File: src/rtl/multi_gate_seq.sv
// multi_gate_seq: registered WIDTH-input reduction gate on a valid/ready stream.
// Truth-table sweep engine is built only with MULTI_GATE_SEQ_SWEEP_EN defined.
module multi_gate_seq #(
    parameter int WIDTH = 3
) (
    input  logic             clk,
    input  logic             rst_n,
    input  logic [2:0]       op,
    input  logic             in_valid,
    output logic             in_ready,
    input  logic [WIDTH-1:0] in_data,
    output logic             out_valid,
    input  logic             out_ready,
    output logic             out_data,
    output logic             op_err,
    input  logic             sweep_start,
    output logic             sweep_busy,
    output logic             sweep_done,
    output logic [WIDTH:0]   sweep_ones
);

    localparam logic [2:0] OP_AND  = 3'd0;
    localparam logic [2:0] OP_OR   = 3'd1;
    localparam logic [2:0] OP_XOR  = 3'd2;
    localparam logic [2:0] OP_NAND = 3'd3;
    localparam logic [2:0] OP_NOR  = 3'd4;
    localparam logic [2:0] OP_XNOR = 3'd5;

    // Reserved ops (6/7) reduce to 0.
    function automatic logic gate_fn(
        input logic [2:0]       f,
        input logic [WIDTH-1:0] v
    );
        logic r;
        r = 1'b0;
        case (f)
            OP_AND:  r = &v;
            OP_OR:   r = |v;
            OP_XOR:  r = ^v;
            OP_NAND: r = ~&v;
            OP_NOR:  r = ~|v;
            OP_XNOR: r = ~^v;
            default: r = 1'b0;
        endcase
        return r;
    endfunction

    function automatic logic is_rsvd(input logic [2:0] f);
        return f[2] & f[1];
    endfunction

    logic stream_idle;
    logic accept;
    logic out_valid_nx;

    assign in_ready     = stream_idle & (~out_valid | out_ready);
    assign accept       = in_valid & in_ready;
    assign out_valid_nx = accept | (out_valid & ~out_ready);

    always_ff @(posedge clk or negedge rst_n) begin
        if (!rst_n) begin
            out_valid <= 1'b0;
            out_data  <= 1'b0;
            op_err    <= 1'b0;
        end else if (accept) begin
            out_valid <= 1'b1;
            out_data  <= gate_fn(op, in_data);
            op_err    <= is_rsvd(op);
        end else if (out_ready) begin
            out_valid <= 1'b0;
        end
    end

`ifdef MULTI_GATE_SEQ_SWEEP_EN

    typedef enum logic [1:0] {
        IDLE,
        DRAIN,
        SWEEP,
        DONE
    } state_t;

    localparam logic [WIDTH:0] LAST =
        (WIDTH+1)'((1 << WIDTH) - 1);

    state_t         state;
    state_t         state_nx;
    logic           sweep_go;
    logic [2:0]     sop;
    logic [WIDTH:0] cnt;
    logic [WIDTH:0] ones;

    assign stream_idle = (state == IDLE);
    assign sweep_busy  = (state == DRAIN) |
                         (state == SWEEP);
    assign sweep_done  = (state == DONE);
    assign sweep_ones  = ones;

    always_comb begin
        state_nx = state;
        sweep_go = 1'b0;
        unique case (state)
            IDLE: begin
                if (sweep_start) begin
                    sweep_go = 1'b1;
                    // A result still held after this edge must drain first.
                    state_nx = out_valid_nx ? DRAIN : SWEEP;
                end
            end
            DRAIN: begin
                if (!out_valid || out_ready)
                    state_nx = SWEEP;
            end
            SWEEP: begin
                if (cnt == LAST)
                    state_nx = DONE;
            end
            DONE: begin
                state_nx = IDLE;
            end
            default: begin
                state_nx = IDLE;
            end
        endcase
    end

    always_ff @(posedge clk or negedge rst_n) begin
        if (!rst_n) begin
            state <= IDLE;
            sop   <= 3'd0;
            cnt   <= '0;
            ones  <= '0;
        end else begin
            state <= state_nx;
            if (sweep_go) begin
                sop  <= op;
                cnt  <= '0;
                ones <= '0;
            end else if (state == SWEEP) begin
                cnt  <= cnt + 1'b1;
                ones <= ones + {{WIDTH{1'b0}},
                    gate_fn(sop, cnt[WIDTH-1:0])};
            end
        end
    end

`else

    logic unused_sweep_start;

    assign unused_sweep_start = sweep_start;
    assign stream_idle        = 1'b1;
    assign sweep_busy         = 1'b0;
    assign sweep_done         = 1'b0;
    assign sweep_ones         = '0;

`endif

endmodule
File: config.mk
export PLATFORM = sky130hd
export DESIGN_NAME = multi_gate_seq
export DESIGN_NICKNAME = d
export VERILOG_FILES = /design/src/rtl/multi_gate_seq.sv
export SDC_FILE = /design/constraint.sdc
export NUM_CORES = 1
export LEC_CHECK = 0
export CAP_MARGIN = 5
export CORE_AREA = 5 5 42 44
export DETAILED_ROUTE_END_ITERATION = 16
export DIE_AREA = 0 0 47 49
export HOLD_SLACK_MARGIN = 0.1
export SLEW_MARGIN = 20
export SYNTH_ARGS = -nofsm -noshare
export SYNTH_HDL_FRONTEND = slang
export SYNTH_SLANG_ARGS = --single-unit
File: constraint.sdc
create_clock -name clk -period 1.3 [get_ports clk]
set_input_delay 0.26 -clock clk [delete_from_list [all_inputs] [get_ports clk]]
set_output_delay 0.26 -clock clk [all_outputs]
set_load 0.02 [all_outputs]
==> impl_metrics.ini, run 1 <==
[logic_synthesis]
synth_largest_type_area_fraction_pct = 25.4
synth_area_leader = sky130_fd_sc_hd__dfrtp_1
synth_edf_count = 0
largest_cells_by_area_after_synthesis = sky130_fd_sc_hd__dfrtp_1 (25%), sky130_fd_sc_hd__buf_4 (15%), sky130_fd_sc_hd__and4bb_1 (8.5%), sky130_fd_sc_hd__ha_1 (8.5%), sky130_fd_sc_hd__nand2b_1 (6.4%)
yosys_warnings = 0
post_synth_inst_count = 33
synth-main-ff-cell = sky130_fd_sc_hd__dfrtp_1
post_synth_mux_area_share_pct = 3.81
seq_area_frac_synth_pct = 25.4
postSynth.asyncResetShare_pct = 100
synthXorXnorAreaFrac_pct = 2.97
synth_cell_type_count = 18
synth_fa_ha_area_share_pct = 8.47
synth_compound_area_share_pct = 11.9
ys_seq_elements = 3
netlist_top_cells_count = sky130_fd_sc_hd__buf_4 (6), sky130_fd_sc_hd__dfrtp_1 (3), sky130_fd_sc_hd__inv_1 (3), sky130_fd_sc_hd__nand2_1 (3), sky130_fd_sc_hd__nand2b_1 (3)
synth.most_common_cell = sky130_fd_sc_hd__buf_4
syn_area_sq_um = 295
synth_simple_gate_area_share_pct = 27.1
combinational_family_with_the_most_area_after_synthesis = simple AND/OR/NAND/NOR gates
syn-mean-instance-area_sq_um = 8.95

[global_routing]
groute.usage.overall_pct = 6.40
antenna_found_initial = 0
pin_count_of_the_biggest_net_entering_global_routing = 5
grt_overflow = 0
wire_length_of_the_first_global_routing_pass_microns = 1060
grt_pass1_vias = 272

[power]
power_density_nw_per_um2 = 834
ir_drop_v = 0.000208
p_leak_nw = 0.250

[floorplan]
placementRows = 14
vertical_die_dimension_microns = 49
dieWidth_microns = 47
initial_util_pct = 21.1
core_region_area_sq_um = 1400
fp.dieArea_sq_um = 2300
num_io_pins = 21

[worst_setup_path]
endpoint_kind = flop
path_cells = buf_8 -> inv_6 -> ha_4 -> and4bb_1 -> o31ai_2 -> o211ai_1 -> mux2_4
max_stage_delay_ns = 0.27
worstPathRequired_ns = 1.41
cp_num_buf_inv = 2
critical_path.top_delay_family = compound AO/OA/AOI/OAI gates
rr_startpoint = out_valid
critical_path_peak_fanout = 3
criticalPathCategory = in2reg
critical-path-slowest-cell = sky130_fd_sc_hd__mux2_4
timing.critical_path.arrival_ns = 1.44
crit_start = in_data[1]
critPathLaunchType = input port

[final_layout]
layout_area_growth_over_synthesis_pct = 75.4
area.sequential_sq_um = 75.1
layout.cell_area.non_filler_sq_um = 518
final_layout_size_suffix_gt1_share_pct = 32.7
antenna-diode-count = 0
filler_cell_count = 160
fin_nets = 69
layout.core_utilization_pct = 37.0
final_cell_count_no_fill = 71
multi_input_area_sq_um = 204

[route]
detail_route.drc_violations = 0
route.final.wire_length_microns = 659
drt_first_iter_violations = 3
first_pass_iters = 4
antenna_left = 0
post_drt_via_cell_ratio = 4.17
wl_per_cell_microns = 9.28
detailed_route_via_count = 296

[clock_network]
h-tree-depth = 1
cts-root-buf = sky130_fd_sc_hd__clkbuf_4
cts_tree = built
clk-insertion-delay-late_ns = 0.23
number_of_buffers_inserted_by_hold_repair_at_cts = 0
total_clock_buffers_created_by_cts = 3
path_clk_slew_ns = 0.04
cts_sinks = 3
cts_setup_buffers = 0
maximum_number_of_buffers_from_clock_root_to_sink = 2

[sta]
timing.final.crit_period_ns = 1.32
clock.fmax_mhz = 755
finalCritPeriodShare_pct = 102
setup_violations = 1
timing_hold_violations_final = 0
grt_setup_unrepaired = yes
holdWs_ns = 0.214
final-max-slew-violation-count = 0
fin_worst_skew_ns = 0.00289
fin_ws_ns = -0.0248

[status]
violated_checks = setup timing
run_status = finished, violations left

[place]
place.port_buffers = 13
post-place-cells = 67
gp_routability_congestion = 0.691
placed_wire_length_estimate_microns = 572
pre_cts_slack_ns = -0.819
placed_standard_cell_area_sq_um = 493

[run]
max-cap-violations = 0

[hold_path]
min_path_type = in2async
power breakdown:
part / switching, mW / internal [mW]
Clock: 0.0465 / 0.115
Combinational: 0.0771 / 0.0828
Sequential: 0.00517 / 0.106
Total: 0.129 / 0.303
kinds of logic (layout without fill, tap and decap cells):
kind of cell | Yosys count | count (layout)
AOI/OAI and AO/OA | 5 | 5
xor gates and xnor gates | 1 | 1
adders and majority gates | 2 | 2
buffers and inverters | 9 | 26
DFF | 3 | 3
muxes | 1 | 1
other | 1 | 6
and+or+nand+nor | 11 | 11
metrics by stage:
stage | setup TNS [ns] | total power, mW
2_1_floorplan | -0.138 | 0.208
3_3_place_gp | -1.21 | 0.283
3_5_place_dp | -1.21 | 0.285
4_1_cts | -0.00918 | 0.446
5_1_grt | -0.105 | 0.470
6_report | -0.0248 | 0.432
registers in the layout, summed over array words and instances, names as in the netlist:
| register | cells |
|---|---|
| op_err | 1 |
| out_data | 1 |
| out_valid | 1 |
worst paths after layout:
| kind | endpoint | slack [ns] | cells past startpoint |
|---|---|---|---|
| setup / recovery | out_data | -0.02 | 7 |
| hold / removal | op_err | 0.21 | 1 |
| setup reg to reg | out_data | 0.23 | 4 |
| hold reg to reg | op_err | 0.48 | 2 |
| max in group asynchronous | out_data | 0.94 | 1 |
| min in group clk | op_err | 0.48 | 2 |
what timing repair did:
action / CTS / global route
hold endpoints to repair: 0 / 0
resized for setup: 24 / 0
gates cloned: 0 / 0
endpoints found under the setup margin: 5 / 1
pin swaps: 2 / 0
layer usage:
layer	track usage, %	vias to the layer above	routed length (microns)
li1	-	147	-
met4	4.15	0	0
met1	6.36	133	220
met5	0	-	0
met2	10.4	16	343
met3	2.58	0	95
cell usage in the layout, fill, tap and decap left out:
master / instances
sky130_fd_sc_hd__a21oi_1: 1
sky130_fd_sc_hd__inv_8: 1
sky130_fd_sc_hd__buf_2: 1
sky130_fd_sc_hd__inv_1: 1
sky130_fd_sc_hd__dfrtp_1: 3
sky130_fd_sc_hd__inv_6: 1
sky130_fd_sc_hd__o21ai_1: 1
sky130_fd_sc_hd__mux2_4: 1
sky130_fd_sc_hd__buf_8: 1
sky130_fd_sc_hd__dlygate4sd2_1: 6
sky130_fd_sc_hd__buf_6: 1
sky130_fd_sc_hd__ha_1: 1
sky130_fd_sc_hd__clkbuf_4: 3
sky130_fd_sc_hd__conb_1: 6
sky130_fd_sc_hd__and4bb_2: 1
sky130_fd_sc_hd__nand2b_1: 3
sky130_fd_sc_hd__buf_4: 6
sky130_fd_sc_hd__clkbuf_1: 1
sky130_fd_sc_hd__clkdlybuf4s50_1: 4
sky130_fd_sc_hd__o31ai_2: 1
sky130_fd_sc_hd__and4bb_1: 2
sky130_fd_sc_hd__nor2_1: 1
sky130_fd_sc_hd__o211ai_1: 1
sky130_fd_sc_hd__ha_4: 1
sky130_fd_sc_hd__xnor2_1: 1
sky130_fd_sc_hd__nand2_1: 3
sky130_fd_sc_hd__nand4b_1: 1
sky130_fd_sc_hd__a311o_1: 1
final cells by class:
class / instances / area share (%)
multi-input combinational: 26 / 39.4
tap: 16 / 3.86
timing repair buffer: 19 / 32.6
sequential: 3 / 14.5
inverter: 3 / 4.59
clock buffer: 4 / 5.07
(Power assumes the default switching activity.)
==> run 2: changes to the inputs <==
--- a/config.mk
+++ b/config.mk
@@ -6,10 +6,11 @@
 export NUM_CORES = 1
 export LEC_CHECK = 0
 export CAP_MARGIN = 5
-export CORE_AREA = 5 5 42 44
+export CORE_AREA = 4 4 41 43
 export DETAILED_ROUTE_END_ITERATION = 16
-export DIE_AREA = 0 0 47 49
+export DIE_AREA = 0 0 45 47
 export HOLD_SLACK_MARGIN = 0.1
+export SKIP_CTS_REPAIR_TIMING = 1
 export SLEW_MARGIN = 20
 export SYNTH_ARGS = -nofsm -noshare
 export SYNTH_HDL_FRONTEND = slang
==> run 2 against run 1 <==
The run still ends with setup timing left. Sequential share of layout area is 1.3 points lower. First-iteration DRC count is 67% lower. Via count up 3.4%. Clock power increased by 4%. Non-clock buffer count grew 4. Global-route usage rose by 1.2 points. Sequential cell count did not move. Die area down 8.2%. Final cell count is 4.2% higher. Sequential power hardly changed. Critical endpoint unchanged. Largest power group is now combinational logic.
==> impl_metrics.ini, run 2 (synthesis results as in run 1) <==
[sta]
finalCritPeriodShare_pct = 100
grt_setup_unrepaired = yes
final-max-slew-violation-count = 0
setup_violations = 1
holdWs_ns = 0.206
setup-tns-final_ns = -0.00357
fin_ws_ns = -0.00357
fin_worst_skew_ns = 0.00628
clock.fmax_mhz = 767
timing.final.crit_period_ns = 1.30
timing_hold_violations_final = 0

[route]
post_drt_via_cell_ratio = 4.14
detail_route.drc_violations = 0
routed-wl-met3_microns = 94
route.met2.wl_microns = 347
first_pass_iters = 3
uppermost_layer_routed = met4
detailed_route_via_count = 306
wl_per_cell_microns = 9.62
antenna_left = 0
route.final.wire_length_microns = 712
drt_first_iter_violations = 1
met1Wirelength_microns = 244

[worst_setup_path]
critical_path_peak_fanout = 3
regToRegSetupSlack_ns = 0.24
worstPathRequired_ns = 1.42
endpoint_kind = flop
critPathLaunchType = input port
timing.critical_path.arrival_ns = 1.43
criticalPathCategory = in2reg

[place]
place.port_buffers = 13
post-place-cells = 70
gp_routability_congestion = 0.696

[final_layout]
filler_cell_count = 145
mostFrequentLayoutCell = sky130_fd_sc_hd__buf_4
layout_area_growth_over_synthesis_pct = 92.8
final_cell_count_no_fill = 74
antenna-diode-count = 0
final_layout_size_suffix_gt1_share_pct = 37.3
layout_common_cells = sky130_fd_sc_hd__buf_4 (10), sky130_fd_sc_hd__conb_1 (6), sky130_fd_sc_hd__dlymetal6s2s_1 (6), sky130_fd_sc_hd__clkdlybuf4s50_1 (4)
largest_registers = op_err: 1 flops, out_data: 1 flops, out_valid: 1 flops
fin_nets = 73

[global_routing]
antenna_found_initial = 0
pin_count_of_the_biggest_net_entering_global_routing = 6
grt_pass1_vias = 291
wire_length_of_the_first_global_routing_pass_microns = 1090
groute.usage.overall_pct = 7.58
grt_overflow = 0

[clock_network]
maximum_number_of_buffers_from_clock_root_to_sink = 2
path_clk_slew_ns = 0.04
h-tree-depth = 1
clk-insertion-delay-late_ns = 0.24
cts_sinks = 3
cts_tree = built
total_clock_buffers_created_by_cts = 3
cts-root-buf = sky130_fd_sc_hd__clkbuf_4

[status]
run_status = finished, violations left
violated_checks = setup timing

[floorplan]
vertical_die_dimension_microns = 47
core_region_area_sq_um = 1300
fp.dieArea_sq_um = 2120
placementRows = 13
num_io_pins = 21
initial_util_pct = 22.7
dieWidth_microns = 45

[run]
max-cap-violations = 0

[hold_path]
min_path_type = in2async

[power]
power_density_nw_per_um2 = 803
p_leak_nw = 0.320
ir_drop_v = 0.000223
-- run 2: final timing paths --
| path | end | start | cells after the start |
|---|---|---|---|
| setup / recovery | out_data | in_data[1] | 7 |
| hold / removal | out_data | rst_n | 1 |
| setup reg to reg | out_data | out_valid | 4 |
| hold reg to reg | op_err | op_err | 2 |
| max in group asynchronous | out_valid | rst_n | 1 |
| min in group clk | op_err | op[2] | 4 |
-- run 2: per-stage QoR --
| stage | total power, mW | cell area [sq um] | setup slack [ns] | util, % |
|---|---|---|---|---|
| after floorplan | 0.208 | 343 | -0.138 | - |
| after global placement | 0.291 | 522 | -0.827 | 40.1 |
| after detailed placement | 0.294 | 522 | -0.839 | 40.1 |
| after CTS | 0.467 | 548 | -0.583 | 42.1 |
| after global routing | 0.494 | 569 | -0.0561 | 43.8 |
| final | 0.457 | 569 | -0.00357 | 43.8 |
-- run 2: critical path, stage by stage --
cell and delay (ns):
sky130_fd_sc_hd__buf_8 0.10, sky130_fd_sc_hd__inv_6 0.04, sky130_fd_sc_hd__ha_4 0.19, sky130_fd_sc_hd__and4bb_1 0.20, sky130_fd_sc_hd__o31ai_2 0.24, sky130_fd_sc_hd__o211ai_1 0.11
sky130_fd_sc_hd__mux2_4 0.27
-- run 2: final cells by class --
cell class,count,area [sq um],share of cell area (%)
flip-flops and latches,3,75.1,13.2
inverters,3,23.8,4.18
well taps,15,18.8,3.30
clock buffers,4,26.3,4.62
repair buffers,23,221,38.9
multi-input cells,26,204,35.8
-- run 2: power breakdown --
group	total, mW	internal [mW]	switching, mW
Sequential	0.111	0.106	0.00531
Combinational	0.178	0.0983	0.0795
Clock	0.168	0.115	0.0531
-- run 2: metal layers --
metal | vias up | global-route usage, %
met4 | 0 | 8.77
met5 | - | 0
met3 | 3 | 1.53
met1 | 128 | 7.05
met2 | 18 | 13.0
li1 | 157 | -
==> run 3: changes to the inputs <==
--- a/config.mk
+++ b/config.mk
@@ -11,7 +11,6 @@
 export DIE_AREA = 0 0 45 47
 export HOLD_SLACK_MARGIN = 0.1
 export SKIP_CTS_REPAIR_TIMING = 1
-export SLEW_MARGIN = 20
 export SYNTH_ARGS = -nofsm -noshare
 export SYNTH_HDL_FRONTEND = slang
 export SYNTH_SLANG_ARGS = --single-unit
==> results of run 3 <==
Same layout as run 2: the final DEF is identical, and so are final timing and power.
